File: src/rtl/gfx_pkg.sv
// Shared graphics constants, FSM state type and ROM address layout for the
// sprite blitter and its raster counter.
package gfx_pkg;

  localparam int SCREEN_W_DEF = 320;
  localparam int SCREEN_H_DEF = 240;

  localparam int SPRITE_DIM   = 16;
  localparam int SPRITE_IDX_W = 2;

  localparam int X_W      = 9;
  localparam int Y_W      = 8;
  localparam int COLOUR_W = 3;

  localparam int ROM_COORD_W = 4;
  localparam int ROM_ADDR_W  = SPRITE_IDX_W + 2 * ROM_COORD_W;

  typedef enum logic [1:0] {
    ST_IDLE,
    ST_SCAN,
    ST_FLUSH,
    ST_DONE
  } blit_state_t;

  function automatic logic [ROM_ADDR_W-1:0] rom_addr_of(
    input logic [SPRITE_IDX_W-1:0] id,
    input logic [ROM_COORD_W-1:0]  row,
    input logic [ROM_COORD_W-1:0]  col
  );
    return {id, row, col};
  endfunction

endpackage

File: src/rtl/raster_counter.sv
// 2-D wrap counter: inner runs 0..inner_lim-1, outer advances on inner wrap;
// last flags the final position of the scan.
module raster_counter #(
  parameter int IW = 9,
  parameter int OW = 8
) (
  input  logic          clk,
  input  logic          reset,
  input  logic          clr,
  input  logic          en,
  input  logic [IW-1:0] inner_lim,
  input  logic [OW-1:0] outer_lim,
  output logic [IW-1:0] inner,
  output logic [OW-1:0] outer,
  output logic          last
);

  logic inner_wrap;

  assign inner_wrap = (inner == inner_lim - IW'(1));
  assign last       = inner_wrap && (outer == outer_lim - OW'(1));

  always_ff @(posedge clk or negedge reset) begin
    if (!reset) begin
      inner <= '0;
      outer <= '0;
    end else if (clr) begin
      inner <= '0;
      outer <= '0;
    end else if (en) begin
      if (inner_wrap) begin
        inner <= '0;
        outer <= last ? '0 : outer + OW'(1);
      end else begin
        inner <= inner + IW'(1);
      end
    end
  end

endmodule

File: src/rtl/sprite_blitter.sv
// Sprite draw / screen fill pixel-stream engine with clipping.
// Optional colour-key transparency: define SPRITE_TRANSPARENCY_EN.
module sprite_blitter
  import gfx_pkg::*;
#(
  parameter int                    SCREEN_W           = SCREEN_W_DEF,
  parameter int                    SCREEN_H           = SCREEN_H_DEF,
  parameter logic [COLOUR_W-1:0]   TRANSPARENT_COLOUR = 3'b000
) (
  input  logic                    clk,
  input  logic                    reset,
  input  logic                    req_valid,
  output logic                    req_ready,
  input  logic                    req_clear,
  input  logic [X_W-1:0]          req_x,
  input  logic [Y_W-1:0]          req_y,
  input  logic [SPRITE_IDX_W-1:0] req_id,
  input  logic [COLOUR_W-1:0]     req_colour,
  output logic [ROM_ADDR_W-1:0]   rom_addr,
  input  logic [COLOUR_W-1:0]     rom_q,
  output logic [X_W-1:0]          x,
  output logic [Y_W-1:0]          y,
  output logic [COLOUR_W-1:0]     colour,
  output logic                    plot,
  output logic                    busy,
  output logic                    done
);

`ifdef SPRITE_TRANSPARENCY_EN
  localparam logic TRANSP_EN = 1'b1;
`else
  localparam logic TRANSP_EN = 1'b0;
`endif

  localparam logic [X_W:0] X_LIM = (X_W + 1)'(SCREEN_W);
  localparam logic [Y_W:0] Y_LIM = (Y_W + 1)'(SCREEN_H);

  blit_state_t             state;
  logic                    flush_cnt;
  logic                    mode_clear;
  logic [X_W-1:0]          lat_x;
  logic [Y_W-1:0]          lat_y;
  logic [SPRITE_IDX_W-1:0] lat_id;
  logic [COLOUR_W-1:0]     lat_colour;

  logic                    accept;
  logic [X_W-1:0]          inner_lim;
  logic [Y_W-1:0]          outer_lim;
  logic [X_W-1:0]          cnt_inner;
  logic [Y_W-1:0]          cnt_outer;
  logic                    cnt_last;

  logic [X_W:0]            scan_x;
  logic [Y_W:0]            scan_y;

  logic                    s1_valid;
  logic                    s1_inb;
  logic [X_W-1:0]          s1_x;
  logic [Y_W-1:0]          s1_y;
  logic                    key_hit;

  assign accept    = (state == ST_IDLE) && req_valid;
  assign inner_lim = mode_clear ? X_W'(SCREEN_W) : X_W'(SPRITE_DIM);
  assign outer_lim = mode_clear ? Y_W'(SCREEN_H) : Y_W'(SPRITE_DIM);

  raster_counter #(
    .IW (X_W),
    .OW (Y_W)
  ) u_raster (
    .clk       (clk),
    .reset     (reset),
    .clr       (accept),
    .en        (state == ST_SCAN),
    .inner_lim (inner_lim),
    .outer_lim (outer_lim),
    .inner     (cnt_inner),
    .outer     (cnt_outer),
    .last      (cnt_last)
  );

  assign rom_addr = rom_addr_of(lat_id, cnt_outer[ROM_COORD_W-1:0],
                                cnt_inner[ROM_COORD_W-1:0]);

  // Sprite coordinates are widened by one bit so off-screen overflow clips
  // instead of wrapping back onto the visible area.
  always_comb begin
    scan_x = '0;
    scan_y = '0;
    if (mode_clear) begin
      scan_x = {1'b0, cnt_inner};
      scan_y = {1'b0, cnt_outer};
    end else begin
      scan_x = {1'b0, lat_x} + (X_W + 1)'(cnt_inner[ROM_COORD_W-1:0]);
      scan_y = {1'b0, lat_y} + (Y_W + 1)'(cnt_outer[ROM_COORD_W-1:0]);
    end
  end

  always_ff @(posedge clk or negedge reset) begin
    if (!reset) begin
      state      <= ST_IDLE;
      flush_cnt  <= 1'b0;
      mode_clear <= 1'b0;
      lat_x      <= '0;
      lat_y      <= '0;
      lat_id     <= '0;
      lat_colour <= '0;
      req_ready  <= 1'b1;
      busy       <= 1'b0;
      done       <= 1'b0;
    end else begin
      case (state)
        ST_IDLE: begin
          if (req_valid) begin
            mode_clear <= req_clear;
            lat_x      <= req_x;
            lat_y      <= req_y;
            lat_id     <= req_id;
            lat_colour <= req_colour;
            req_ready  <= 1'b0;
            busy       <= 1'b1;
            state      <= ST_SCAN;
          end
        end
        ST_SCAN: begin
          if (cnt_last) begin
            flush_cnt <= 1'b0;
            state     <= ST_FLUSH;
          end
        end
        ST_FLUSH: begin
          if (flush_cnt) begin
            done  <= 1'b1;
            state <= ST_DONE;
          end else begin
            flush_cnt <= 1'b1;
          end
        end
        ST_DONE: begin
          done      <= 1'b0;
          busy      <= 1'b0;
          req_ready <= 1'b1;
          state     <= ST_IDLE;
        end
        default: state <= ST_IDLE;
      endcase
    end
  end

  // Stage 1 runs in parallel with the synchronous ROM read.
  always_ff @(posedge clk or negedge reset) begin
    if (!reset) begin
      s1_valid <= 1'b0;
      s1_inb   <= 1'b0;
      s1_x     <= '0;
      s1_y     <= '0;
    end else begin
      s1_valid <= (state == ST_SCAN);
      if (state == ST_SCAN) begin
        s1_inb <= (scan_x < X_LIM) && (scan_y < Y_LIM);
        s1_x   <= scan_x[X_W-1:0];
        s1_y   <= scan_y[Y_W-1:0];
      end
    end
  end

  assign key_hit = TRANSP_EN && !mode_clear && (rom_q == TRANSPARENT_COLOUR);

  always_ff @(posedge clk or negedge reset) begin
    if (!reset) begin
      plot   <= 1'b0;
      x      <= '0;
      y      <= '0;
      colour <= '0;
    end else begin
      plot <= s1_valid && s1_inb && !key_hit;
      if (s1_valid) begin
        x      <= s1_x;
        y      <= s1_y;
        colour <= mode_clear ? lat_colour : rom_q;
      end
    end
  end

endmodule

File: config.mk
export PLATFORM = sky130hd
export DESIGN_NAME = sprite_blitter
export DESIGN_NICKNAME = d
export VERILOG_FILES = /design/src/rtl/gfx_pkg.sv /design/src/rtl/raster_counter.sv /design/src/rtl/sprite_blitter.sv
export SDC_FILE = /design/constraint.sdc
export NUM_CORES = 1
export LEC_CHECK = 0
export BUFFER_PORTS_ARGS = -buffer_cell sky130_fd_sc_hd__buf_2
export CAP_MARGIN = 20
export CORE_UTILIZATION = 57
export CTS_CLUSTER_SIZE = 24
export DETAILED_ROUTE_END_ITERATION = 6
export GPL_ROUTABILITY_DRIVEN = 0
export PLACE_DENSITY = 0.83
export SLEW_MARGIN = 40
export SYNTH_ARGS = -nofsm -noshare
export SYNTH_HDL_FRONTEND = slang
export SYNTH_SLANG_ARGS = --single-unit
File: constraint.sdc
create_clock -name clk -period 2.92 [get_ports clk]
set_input_delay 0.438 -clock clk [delete_from_list [all_inputs] [get_ports clk]]
set_output_delay 0.438 -clock clk [all_outputs]
set_load 0.02 [all_outputs]
==> After elaboration in Yosys (flattened, before gate mapping) <==
Index checks and enable logic that the tools add are counted.
Widths: inputs -> output; s select.
{ "word_totals": {"in_bits": 29, "ff_bits": 86} }
{ "classes": {"n_mux": 24, "n_lt_le_gt_ge": 2, "add_sub_neg": 6, "n_eq_ne": 8, "reduce_logical": 16} }
{ "op_table": {"columns": ["op", "count"], "rows": [
  ["$mux 9", 5],
  ["$mux 8", 5],
  ["$add 9x4->10", 1],
  ["$lt 10x9->1 const B", 1],
  ["$mux 10", 1],
  ["$reduce_and 2->1", 5],
  ["$reduce_bool 2->1", 5],
  ["$add 8x4->9", 1],
  ["$add 9x1->9 const B", 1],
  ["$eq 9x9->1", 1],
  ["$lt 9x8->1 const B", 1],
  ["$sub 9x1->9 const B", 1],
  ["$add 8x1->8 const B", 1],
  ["$eq 8x8->1", 1],
  ["$pmux 1 s2", 4],
  ["$pmux 2 s4", 1],
  ["$sub 8x1->8 const B", 1],
  ["$mux 2", 3],
  ["$ne 2x2->1 const B", 3],
  ["$eq 2x2->1 const B", 2],
  ["$logic_and 1x1->1", 4],
  ["$mux 1", 4],
  ["$mux 3", 1],
  ["$reduce_and 3->1", 1],
  ["2 further kinds", 2]
]} }

==> Longest topological paths before layout <==
{ "depth": {"ltp_word": 8, "mapped_depth": 9, "ltp_nobuf": 9} }

==> Modules after synthesis <==
A second synthesis with hierarchy kept.
{ "hier_totals": {"hier_cells": 451, "hier_area_um2": 4794.6} }
{ "modules_own_cells": {"columns": ["mod", "area_per_inst_um2", "seq_area_each_um2", "n_inst", "cells_each"], "rows": [
  ["sprite_blitter", 3339.5, 1727.9, 1, 284],
  ["raster_counter", 1455.1, 425.4, 1, 167]
]} }

==> Worst setup path before layout <==
Ideal clock, no wire load.
{ "synth_path": {"path_type": "reg-to-reg", "from": "register mode_clear", "to": "register state[1]", "slack_ns": 0.645, "t_arrival_ns": 2.150, "path_buffers": 0, "setup_time_ns": 0.125, "path_stages_with_launch": 7, "cell_sequence": "dfrtp_1 or4_4 a2111oi_4 nand2_2 a22o_1 a21oi_2 mux2_2"} }
{ "synth_via": {"elab_chain_cells": 6, "word_cells_on_any_way": 9} }
{ "synth_rtl": {"columns": ["element", "line_no", "text"], "rows": [
  ["start, declared", "sprite_blitter.sv:40", "logic mode_clear;"],
  ["start signal, assigned", "sprite_blitter.sv:114", "mode_clear <= req_clear;"],
  ["$mux 9 / $mux 8 (equally long branches)", "sprite_blitter.sv:63, sprite_blitter.sv:64", null],
  ["$sub 9x1->9 / $sub 8x1->8 (equally long branches)", "raster_counter.sv:20, raster_counter.sv:21", null],
  ["$eq 9x9->1 / $eq 8x8->1 (equally long branches)", "raster_counter.sv:20, raster_counter.sv:21", null],
  ["$logic_and 1x1->1 (*)", "raster_counter.sv:21", "assign last = inner_wrap && (outer == outer_lim - OW'(1));"],
  ["$ne 2x2->1 (no source line) (*)", null, null],
  ["$reduce_and 3->1 (no source line) (*)", null, null],
  ["end signal, assigned", "sprite_blitter.sv:100", "state <= ST_IDLE;"],
  ["end signal, assigned", "sprite_blitter.sv:121", "state <= ST_SCAN;"],
  ["end signal, assigned", "sprite_blitter.sv:127", "state <= ST_FLUSH;"],
  ["end, declared", "sprite_blitter.sv:38", "blit_state_t state;"]
]} }
Mark *: on every way between the ends. The rest lies on a longest branch, timed or not.
A chain may end at the register's enable or synchronous reset.

==> Final worst setup path <==
{ "layout_path": {"from": "register u_raster.outer[0]", "to": "register s1_inb"} }
{ "layout_via": {"elab_chain_cells": 4} }
{ "layout_rtl": {"columns": ["element", "line_no", "text"], "rows": [
  ["start, declared", "raster_counter.sv:14", "output logic [OW-1:0] outer,"],
  ["start signal, assigned", "raster_counter.sv:33", "outer <= last ? '0 : outer + OW'(1);"],
  ["$add 8x4->9", "sprite_blitter.sv:94", "scan_y = {1'b0, lat_y} + (Y_W + 1)'(cnt_outer[ROM_COORD_W-1:0]);"],
  ["$mux 9 (*)", "sprite_blitter.sv:89", "if (mode_clear) begin"],
  ["$lt 9x8->1 (*)", "sprite_blitter.sv:159", "s1_inb <= (scan_x < X_LIM) && (scan_y < Y_LIM);"],
  ["$logic_and 1x1->1 (*)", "sprite_blitter.sv:159", null],
  ["end signal, assigned", "sprite_blitter.sv:159", null],
  ["end, declared", "sprite_blitter.sv:57", "logic s1_inb;"]
]} }
Marks and branches as above.

==> results.toml <==
[synthesis]
synth_most_common_cell = "dfrtp_1"
synth_area_leaders = "dfrtp_1 50%, mux2_2 12%, ha_1 4.4%"
syn-instance-count = 379
synth_cell_types = 51
avgSynthCellArea_um2 = 11.3
synth_warnings = 0
yosys_most_used_dff = "dfrtp_1"
netlist_area_um2 = 4280
synth_top_area_share_pct = 49.8
yosysSeqAreaShare_pct = 50.4
synth_common_cells = "85 x dfrtp_1, 47 x mux2_2, 32 x nor2_1"
syn-num-nets = 425
yosys.area.top_type = "dfrtp_1"
synth_edf_count = 0
async_flop_share_pct = 100
synth_seq_cells = 86

[sta]
maxSlewViolCount = 0
min_period_ns = 2.58
rsz0062_at_grt = "no"
clock_skew_ns = 0.00700
fmax_mhz = 387
period_share_pct = 88.5
tightest_slew_ns = 0.661
hold_ws_ns = 0.116
slew_headroom_pct = 56.0
hold_violations = 0
setup_viol_count_final = 0
tns_ns = 0

[global_route]
grt_start_max_net_pins = 87
grt_busiest_layer = "met2"
grt_antenna_before_repair = 0
track_usage_pct = 23.6
grt.met3_usage_pct = 3.73
use_met1_pct = 31.5
gr-total-overflow = 0
grt_pass1_wl_um = 13800
grt_pass1_vias = 2892
grt_use_met2_pct = 39.0

[hold_path]
min_path_type = "in2async"

[detailed_routing]
wl_per_cell_um = 16.0
drt_wl_total_um = 8630
num_vias = 3097
drt-vias-per-instance = 5.74
ant_nets = 0
dr.pass1.iters = 4
drt_iter0_drc = 133
drc_errors = 0

[setup_path]
required_ns = 3.18
startpoint_type = "register"
crit_arrival_ns = 2.84
worstSetupPathType = "reg2reg"
worstPathMaxFanout = 8
worst_setup_path_end_kind = "register"
reg2reg_slack_ns = 0.34

[power_and_ir_drop]
switchingPower_mw = 2.34
power_frac_seq_pct = 38.2
power_density_nw_per_um2 = 1170
irDropWorstVdd_uv = 460
p_int_mw = 3.35
clkPwrFrac_pct = 16.8
p_sw_share_pct = 41.1
pwr-share-comb_pct = 45.0
p_leak_nw = 2.29

[clock_network]
cts_resized = 0
post_cts_hold_buffer_count = 0
cts.sinks = 86
cts.path.max_buffers = 2
htreeDepth = 3
cts_tree = "built"
root_buffer = "clkbuf_8"
clk_latency_ns = 0.36
cts_setup_buffers = 0
cts_made_buffers = 9
clk_pin_slew_ns = 0.09

[finish]
instances_no_fill = 540
multi_input_area_um2 = 1950
diodes = 0
drive_gt1_share_pct = 31.1
ff_latch_area_um2 = 2150
fillCellCount = 583
final_nets = 482
area_growth_pct = 13.8

[floorplanning]
rows = 31
die_y_um = 88.6
die_w_um = 88.6
core_um2 = 7250
start_util_pct = 58.9
num_io_pins = 63
die_area_um2 = 7850

[status]
outcome = "complete, no violations"

[placement]
port_buffers = 62
dp.cells = 524
dp_hpwl_um = 6110

[job]
maxCapViolations = 0
==> cell usage in the layout, fill, tap and decap left out, types with 10 or more instances in the layout <==
cell / netlist / final
inv_1: 15 / 15
nor2_1: 32 / 32
xor2_1: 12 / 12
nand2_1: 20 / 20
a21oi_1: 23 / 23
nand4_1: 12 / 12
o21ai_0: 18 / 18
mux2i_1: 12 / 12
dfrtp_1: 85 / 84
clkbuf_8: 0 / 10
buf_2: 0 / 61
ha_1: 15 / 15
mux2_2: 47 / 47
==> critical path, stage by stage, from the launching register on <==
cell,delay [ns]
dfrtp_1,0.52
ha_1,0.26
inv_1,0.07
fa_1,0.38
nor2b_1,0.21
o31ai_1,0.10
xor2_1,0.14
o21ai_0,0.38
nand4_1,0.17
a32o_1,0.25
==> cell families after synthesis <==
kind of cell | Yosys count | synth area share (%)
AO/OA/AOI/OAI | 70 | 10.8
adder cells (fa/ha/maj) | 17 | 5.33
XOR/XNOR | 19 | 3.89
AND/OR/NAND/NOR | 92 | 10.4
flip-flops | 86 | 50.4
buffers and inverters | 36 | 4.04
multiplexers | 59 | 15.2
==> per-stage QoR <==
stage	instance area, um^2	utilization (%)	setup slack, ns	total power [mW]
global route	4860	67.1	0.204	6.09
detailed placement	4630	63.9	0.415	4.74
finish	4860	67.1	0.336	5.69
CTS	4860	67.0	0.394	5.71
global placement	4630	63.8	0.516	4.60
floorplan	4280	-	0.645	4.04
==> flip-flops by register name, summed over array words and instances, names as in the netlist <==
name            cells
lat_x               9
s1_x                9
u_raster.inner      9
x                   9
lat_y               8
s1_y                8
u_raster.outer      8
y                   8
colour              3
lat_colour          3
lat_id              2
state               2
busy                1
done                1
flush_cnt           1
mode_clear          1
plot                1
req_ready           1
s1_inb              1
s1_valid            1
==> power groups by stage <==
stage | Clock, mW | Sequential [mW] | Combinational (mW)
2_1_floorplan | 0 | 2.27 | 1.77
3_3_place_gp | 0 | 2.16 | 2.43
3_5_place_dp | 0 | 2.20 | 2.54
4_1_cts | 0.970 | 2.17 | 2.57
5_1_grt | 1.01 | 2.25 | 2.83
6_report | 0.954 | 2.18 | 2.56
==> final timing paths <==
| check | from | endpoint | cells after the start |
|---|---|---|---|
| max | u_raster.outer[0] | s1_inb | 9 |
| min | reset | lat_colour[1] | 1 |
| max reg2reg | u_raster.outer[0] | s1_inb | 9 |
| min reg2reg | s1_x[7] | s1_x[7] | 2 |
| max in group asynchronous | reset | s1_valid | 1 |
| min in group clk | req_x[2] | lat_x[2] | 2 |
==> metal layers <==
layer	share of wire [%]	up-vias
met5	0	-
met2	50	88
li1	-	1455
met1	43	1538
met4	1.9	0
met3	5.1	16
==> final cells by class <==
cell class,instances,area share (%)
repair buffers,66,7.18
well taps,99,2.55
clock buffers,9,2.55
multi-input cells,257,40.1
inverters,16,1.23
clock inverters,7,2.13
flip-flops and latches,86,44.3
No activity file was read; power rests on OpenSTA's default activity.
